--- config.mk ---
export PLATFORM = sky130hd
export DESIGN_NAME = memblock_reader
export DESIGN_NICKNAME = d
export VERILOG_FILES = /design/src/rtl/memblock_pkg.sv /design/src/rtl/memblock_out_stage.sv /design/src/rtl/memblock_reader.sv
export SDC_FILE = /design/constraint.sdc
export NUM_CORES = 1
export LEC_CHECK = 0
export CORE_AREA = 2 2 39 41
export CTS_CLUSTER_SIZE = 28
export DETAILED_ROUTE_END_ITERATION = 12
export DIE_AREA = 0 0 41 43
export PLACE_DENSITY_LB_ADDON = 0.3
export SYNTH_ARGS = -nofsm -noshare
export SYNTH_HDL_FRONTEND = slang
export SYNTH_SLANG_ARGS = --single-unit
--- constraint.sdc ---
create_clock -name clk -period 2 [get_ports clk]
set_input_delay 0.2 -clock clk [delete_from_list [all_inputs] [get_ports clk]]
set_output_delay 0.2 -clock clk [all_outputs]
set_load 0.005 [all_outputs]
--- src/rtl/memblock_pkg.sv ---
// memblock_pkg
// Shared definitions for the memory block reader: the controller state
// encoding and the address wrap-increment helper.
package memblock_pkg;

    typedef enum logic [1:0] {
        IDLE   = 2'd0,
        STREAM = 2'd1,
        DONE   = 2'd2
    } state_t;

    // Next address after addr in a memory of 'depth' words. The last word
    // wraps to 0, so non-power-of-two depths wrap correctly. The >= also
    // covers depth=1, where the only address is 0.
    function automatic logic [31:0] wrap_inc(input logic [31:0] addr,
                                             input logic [31:0] depth);
        wrap_inc = (addr >= depth - 32'd1) ? 32'd0 : addr + 32'd1;
    endfunction

endpackage

--- src/rtl/memblock_out_stage.sv ---
// memblock_out_stage
// Output register and valid/ready handshake for the reader's stream port.
// Ports:
//   clk, rst   - clock, asynchronous active-high reset
//   load       - capture din/last_in into the output register this cycle
//   din        - word to capture (memory read data)
//   last_in    - final-beat flag to capture with din
//   out_ready  - sink ready
//   out_valid  - beat valid
//   out_data   - beat data
//   out_last   - final beat of the burst
module memblock_out_stage #(
    parameter int WIDTH = 1
) (
    input  logic             clk,
    input  logic             rst,
    input  logic             load,
    input  logic [WIDTH-1:0] din,
    input  logic             last_in,
    input  logic             out_ready,
    output logic             out_valid,
    output logic [WIDTH-1:0] out_data,
    output logic             out_last
);

    always_ff @(posedge clk or posedge rst) begin
        if (rst) begin
            out_valid <= 1'b0;
            out_data  <= '0;
            out_last  <= 1'b0;
        end else if (load) begin
            out_valid <= 1'b1;
            out_data  <= din;
            out_last  <= last_in;
        end else if (out_valid && out_ready) begin
            // Data and last are left as-is; they are don't-care once valid drops.
            out_valid <= 1'b0;
        end
    end

endmodule

--- src/rtl/memblock_reader.sv ---
// memblock_reader
// Streams a burst of words from a combinational-read memory onto a
// valid/ready port, starting at base_addr and wrapping at DEPTH.
// Ports:
//   clk, rst   - clock, asynchronous active-high reset
//   start      - command strobe, only honoured in IDLE
//   base_addr  - first word address of the burst
//   count      - words to stream (0..DEPTH, larger values saturate)
//   busy       - high whenever not IDLE
//   done       - one-cycle completion pulse
//   rd_addr0   - memory read address
//   rd_dout0   - memory read data (same cycle as rd_addr0)
//   out_valid, out_ready, out_data, out_last - output stream
//
// state  | meaning
// IDLE   | waiting for start
// STREAM | loading words into the output stage until the last beat completes
// DONE   | single-cycle done pulse, then back to IDLE
module memblock_reader
    import memblock_pkg::*;
#(
    parameter  int WIDTH = 1,
    parameter  int DEPTH = 1,
    localparam int AW    = (DEPTH > 1) ? $clog2(DEPTH) : 1,
    localparam int CW    = $clog2(DEPTH) + 1
) (
    input  logic             clk,
    input  logic             rst,
    input  logic             start,
    input  logic [AW-1:0]    base_addr,
    input  logic [CW-1:0]    count,
    output logic             busy,
    output logic             done,
    output logic [AW-1:0]    rd_addr0,
    input  logic [WIDTH-1:0] rd_dout0,
    output logic             out_valid,
    input  logic             out_ready,
    output logic [WIDTH-1:0] out_data,
    output logic             out_last
);

    state_t        state;
    state_t        state_next;
    logic [AW-1:0] addr;
    logic [CW-1:0] rem;
    logic [CW-1:0] count_sat;
    logic          load;
    logic          last_beat_done;

    assign count_sat      = (count > CW'(DEPTH)) ? CW'(DEPTH) : count;
    assign rd_addr0       = addr;
    // A new word may enter the output stage when it is empty or draining.
    assign load           = (state == STREAM) && (rem != '0) && (!out_valid || out_ready);
    assign last_beat_done = out_valid && out_ready && out_last;

    always_ff @(posedge clk or posedge rst) begin
        if (rst) begin
            state <= IDLE;
            addr  <= '0;
            rem   <= '0;
        end else begin
            state <= state_next;
            if (state == IDLE && start && count_sat != '0) begin
                addr <= base_addr;
                rem  <= count_sat;
            end else if (load) begin
                addr <= AW'(wrap_inc(32'(addr), 32'(DEPTH)));
                rem  <= rem - CW'(1);
            end
        end
    end

    always_comb begin
        state_next = state;
        busy       = (state != IDLE);
        done       = (state == DONE);
        case (state)
            IDLE: begin
                if (start)
                    state_next = (count_sat == '0) ? DONE : STREAM;
            end
            STREAM: begin
                if (last_beat_done)
                    state_next = DONE;
            end
            DONE:    state_next = IDLE;
            default: state_next = IDLE;
        endcase
    end

    memblock_out_stage #(
        .WIDTH(WIDTH)
    ) u_out_stage (
        .clk       (clk),
        .rst       (rst),
        .load      (load),
        .din       (rd_dout0),
        .last_in   (rem == CW'(1)),
        .out_ready (out_ready),
        .out_valid (out_valid),
        .out_data  (out_data),
        .out_last  (out_last)
    );

endmodule

==> results.toml, run 1 <==
[outcome]
status = "finished, final reports clean"

[timing]
fin_ws_ns = 0.399
max_slew_margin_pct = 81.7
fin_crit_sh_pct = 80.0
setup_violations = 0
holdWs_ns = 0.178
tightest_slew_ns = 0.274
hold_viol = 0
rsz0062_at_grt = "no"
finClkSkew_ns = 0.00351
fmax_ghz = 0.625
fin_setup_tns_ns = 0
slew_violations = 0
period_needed_ns = 1.60

[global_routing]
grt_max_degree = 8
grt_pass1_wl_mm = 1.10
grt_use_total_pct = 9.72
grt-ovfl-total = 0
grt_pass1_vias = 267
antenna_found_initial = 0

[drt]
dr_total_vias = 262
first_pass_iters = 4
viasPerCell = 4.30
drc_errors = 0
wl_per_cell_um = 10.4
first_iter_violations = 3
finalWirelength_um = 635
postRouteAntennaNets = 0

[cts]
clk_pin_slew_ns = 0.05
insertion_delay_ns = 0.25
root_buffer = "clkbuf_4"
htree_levels = 1
clkSinkCount = 7
cts-hold-fix-buffers = 0
cts_tree = "yes"
post-cts-setup-buffers = 0
cts_resized = 0
cts_buffers = 3
clock_path_buffers = 2

[logic_synthesis]
netlist_instances = 29
synth_edf_count = 0
synth_nets = 36
synthMostInstantiatedCell = "dfrtp_1"
asyncSetResetFlopFracSynth_pct = 100
synth_area_um2 = 309
synth_area_leaders = "dfrtp_1 (57%), inv_1 (6.1%), nand3b_1 (4.9%)"
netlist-cell-type-count = 16
synth-warning-count = 0
postSynthAreaPerCell_um2 = 10.7
synth_top_cell_by_area = "dfrtp_1"
ys_ff_latch = 7
ys_seq_area_share_pct = 56.7
yosys.area.top_type_share_pct = 56.7
ys.flop_type = "dfrtp_1"
synth_common_cells = "dfrtp_1 (7), inv_1 (5), nand2_1 (2), nand3b_1 (2), o21ai_0 (2)"

[final_layout]
drive_above_1_share_pct = 11.1
diodes = 0
fin_area_um2 = 475
nNetsFinal = 53
area_delta_synth_final_pct = 53.8

[floorplanning]
die_w_um = 41
rows = 14
core_area_mm2 = 0.00138
dieArea_mm2 = 0.00176
die_h_um = 43
pin_count = 13
initial_core_util_pct = 22.3

[worst_setup_path]
worst_path_largest_cell_delay_ns = 0.44
worstPathMaxFanout = 7
worstPathArrival_ns = 1.40
slowest_stage = "clkdlybuf4s50_1"
critPathLaunchType = "register"
endpoint_kind = "output port"
timing.critical_path.cells = "or2_2, clkdlybuf4s50_1"
worstSetupPathType = "register to output port"
required_ns = 1.80

[power_and_ir_drop]
power_frac_seq_pct = 42.1
clkPwrFrac_pct = 21.7
p_switching_mw = 0.171
p_comb_share_pct = 36.2
ir_worst_vdd_uv = 365
power.share.switching_pct = 29.4
cellPowerDensity_mw_per_mm2 = 1220
intPower_mw = 0.410
leakage_nw = 0.209
totalPowerFinal_mw = 0.581

[place]
place_ws_ns = 0.546
numPortBuffers = 12
dp_hpwl_um = 476
routabilityCongestion = 0.692
place_area_um2 = 449

[run]
cap_violations = 0

[hold_path]
min_path_type = "primary input to async pin"
placed cells by master (no fill, tap or decap):
cell type	n
a21oi_1	1
a21oi_2	1
and2b_1	1
clkbuf_1	1
clkbuf_4	3
clkdlybuf4s50_1	12
dfrtp_1	7
inv_1	5
mux2_1	1
nand2_1	2
nand3_1	1
nand3b_1	2
nand4_1	1
nand4bb_1	1
o21ai_0	2
o22ai_1	1
or2_1	1
or2_2	1
or3b_1	1
registers in the layout, indices dropped and copies added, names as in the netlist:
name / count
u_out_stage.out_valid: 1
rd_addr0: 1
u_out_stage.out_data: 1
u_out_stage.out_last: 1
state: 2
rem: 1
through the flow:
step                      utilization, %  instances
after CTS                           34.4         61
after global routing                34.4         61
after detailed placement            32.5         57
after floorplan                        -         29
after global placement              32.5         57
final                               34.4         61
worst max-delay path: cells and delay by family, from the launching register on:
family / cells / cell delay (ns)
AND/OR/NAND/NOR: 1 / 0.29
flip-flops: 1 / 0.43
buffers and inverters: 1 / 0.44
logic make-up (layout without fill, tap and decap cells):
kind of cell | count (synthesis) | in the layout | share of synthesized area, %
AND/OR/NAND/NOR | 11 | 11 | 23.9
multiplexers | 1 | 1 | 3.64
AO/OA/AOI/OAI | 5 | 5 | 9.72
flip-flops | 7 | 7 | 56.7
buffers and inverters | 5 | 21 | 6.07
final cells by class:
class / count / area, um2
repair buffers: 12 / 120
flip-flops and latches: 7 / 175
well taps: 16 / 20.0
multi-input cells: 17 / 115
inverters: 5 / 18.8
fillers: 151 / 908
clock buffers: 4 / 26.3
final timing paths:
| check | endpoint | slack [ns] | cells after the start | startpoint |
|---|---|---|---|---|
| min in group clk | state[1] | 0.49 | 1 | state[1] |
| min | u_out_stage.out_data | 0.18 | 2 | rst |
| max | busy | 0.40 | 2 | state[0] |
| max in group asynchronous | state[0] | 1.60 | 2 | rst |
| min reg2reg | state[1] | 0.49 | 1 | state[1] |
| max reg2reg | u_out_stage.out_data | 0.75 | 3 | state[1] |
layer usage:
| layer | wire length, um | track usage [%] |
|---|---|---|
| met5 | 0 | 0 |
| met4 | 7 | 8.00 |
| met3 | 57 | 3.14 |
| met2 | 291 | 12.8 |
| met1 | 278 | 12.2 |
power groups by stage:
stage	sequential [mW]	clock, mW	combinational [mW]
final	0.245	0.126	0.211
after global routing	0.255	0.147	0.235
after CTS	0.246	0.134	0.215
after detailed placement	0.247	0	0.214
after global placement	0.245	0	0.212
after floorplan	0.238	0	0.0972
No activity file was read; power rests on OpenSTA's default activity.
==> run 2: changes to the inputs <==
Clock period 2 ns to 1.4 ns, I/O delays scaled along.
==> run 2 against run 1 <==
Clock-buffer cell count is the same. Flip-flop and latch count is the same. Die area stayed put. Non-clock buffer count is 6 higher. Critical endpoint is now out_valid. Highest routed layer unchanged.
==> results.toml, run 2 (synthesized netlist as in run 1, its figures left out) <==
[power_and_ir_drop]
cellPowerDensity_mw_per_mm2 = 1760
leakage_nw = 0.248
ir_worst_vdd_uv = 658

[cts]
root_buffer = "clkbuf_4"
cts_tree = "yes"
clk_pin_slew_ns = 0.05
clkSinkCount = 7
insertion_delay_ns = 0.26
cts-hold-fix-buffers = 0
clock_path_buffers = 2
cts_buffers = 3
htree_levels = 1

[timing]
fmax_ghz = 0.751
slew_violations = 0
max_slew_margin_pct = 81.8
hold_viol = 0
tightest_slew_ns = 0.273
period_needed_ns = 1.33
fin_setup_tns_ns = 0
rsz0062_at_grt = "no"
holdWs_ns = 0.115
setup_violations = 0
finClkSkew_ns = 0.00446
fin_crit_sh_pct = 95.1

[place]
dp.cells = 59
routabilityCongestion = 0.678
dp_hpwl_um = 437
numPortBuffers = 12

[worst_setup_path]
ff2ff_setup_slack_ns = 0.11
worst_path_largest_cell_delay_ns = 0.52
reg2reg_from = "state[1]"
slowest_stage = "clkdlybuf4s50_1"
endpoint_kind = "output port"
setup.worst_path.start = "u_out_stage.out_valid"
worstSetupPathType = "register to output port"
path_delay_family = "buffers and inverters"
critPathLaunchType = "register"
timing.critical_path.cells = "clkdlybuf4s50_1"
required_ns = 1.26
critPathBufInv = 1
worstPathMaxFanout = 5
worstPathArrival_ns = 1.19

[global_routing]
grt-ovfl-total = 0
grt_pass1_vias = 275
antenna_found_initial = 0
grt_max_degree = 8
grt_pass1_wl_mm = 1.09
grt_use_total_pct = 9.81

[floorplanning]
rows = 14
initial_core_util_pct = 22.3
core_area_mm2 = 0.00138
dieArea_mm2 = 0.00176
die_h_um = 43
pin_count = 13
die_w_um = 41

[drt]
finalWirelength_um = 641
viasPerCell = 4.28
drc_errors = 0
routed-wl-met3_um = 76
routed.top_layer = "met4"
wl_met1_um = 261
postRouteAntennaNets = 0
wl_per_cell_um = 9.57
dr_total_vias = 287
first_iter_violations = 1
first_pass_iters = 2
wl_met2_um = 293

[outcome]
status = "finished, final reports clean"

[final_layout]
layout_commonest_cell = "clkdlybuf4s50_1"
seq_area_um2 = 175
layout.cells.non_filler = 67
multi_input_area_um2 = 119
fill_cells = 152
largest_reg_flops = 2
area_delta_synth_final_pct = 68.8
diodes = 0
regMostFlops = "state"
layout_common_cells = "clkdlybuf4s50_1 (10), dfrtp_1 (7), inv_1 (5), buf_4 (5), clkbuf_4 (3)"
drive_above_1_share_pct = 25.5
nNetsFinal = 59

[run]
cap_violations = 0

[hold_path]
min_path_type = "primary input to async pin"
-- run 2: cell types whose count changed in the layout (fill, tap and decap cells not counted) --
cell             change
buf_6                +1
clkbuf_2             +1
mux2_4               +1
buf_4                +5
clkdlybuf4s50_1      -2
dlygate4sd2_1        +1
mux2_1               -1
-- run 2: report_power, final --
group | switching [mW] | total (mW) | internal, mW | leakage, nW
logic | 0.136 | 0.406 | 0.270 | 0.150
clock network | 0.0783 | 0.187 | 0.109 | 0.0150
registers | 0.0486 | 0.328 | 0.279 | 0.0833
total | 0.263 | 0.921 | 0.658 | 0.248
-- run 2: metrics by stage --
step	setup slack (ns)	utilization (%)	instance area, um2	power (mW)
global placement	0.118	33.5	464	0.668
detailed placement	0.111	33.5	464	0.666
floorplan	0.234	-	309	0.478
finish	0.0680	37.7	522	0.921
CTS	0.00618	38.3	531	0.942
global route	0.000763	37.7	522	1.00
-- run 2: path summary, 6_finish.rpt --
| kind | end | cells past startpoint |
|---|---|---|
| max in group asynchronous | u_out_stage.out_data | 2 |
| hold / removal | state[0] | 2 |
| setup / recovery | out_valid | 1 |
| hold reg to reg | u_out_stage.out_data | 1 |
| setup reg to reg | u_out_stage.out_data | 4 |
| min in group clk | rd_addr0 | 3 |
-- run 2: layout make-up --
class,instances,share of cell area [%]
timing repair buffer,18,31.2
tap,16,3.84
clock buffer,4,5.04
sequential,7,33.6
inverter,5,3.60
multi-input combinational,17,22.8
-- run 2: worst register-to-register path: stages, from the launching register on --
cell      delay (ns)
dfrtp_1         0.39
buf_6           0.12
nand3b_1        0.17
a21oi_2         0.17
mux2_4          0.31
-- run 2: timing repair --
item,CTS,global route
resized for setup,6,1
endpoints found under the setup margin,2,2
setup buffers,4,1
-- run 2: routing by layer --
| layer | track usage, % | up-vias |
|---|---|---|
| li1 | - | 140 |
| met1 | 10.5 | 131 |
| met2 | 13.8 | 13 |
| met3 | 7.85 | 3 |
| met4 | 4.00 | 0 |
| met5 | 0 | - |
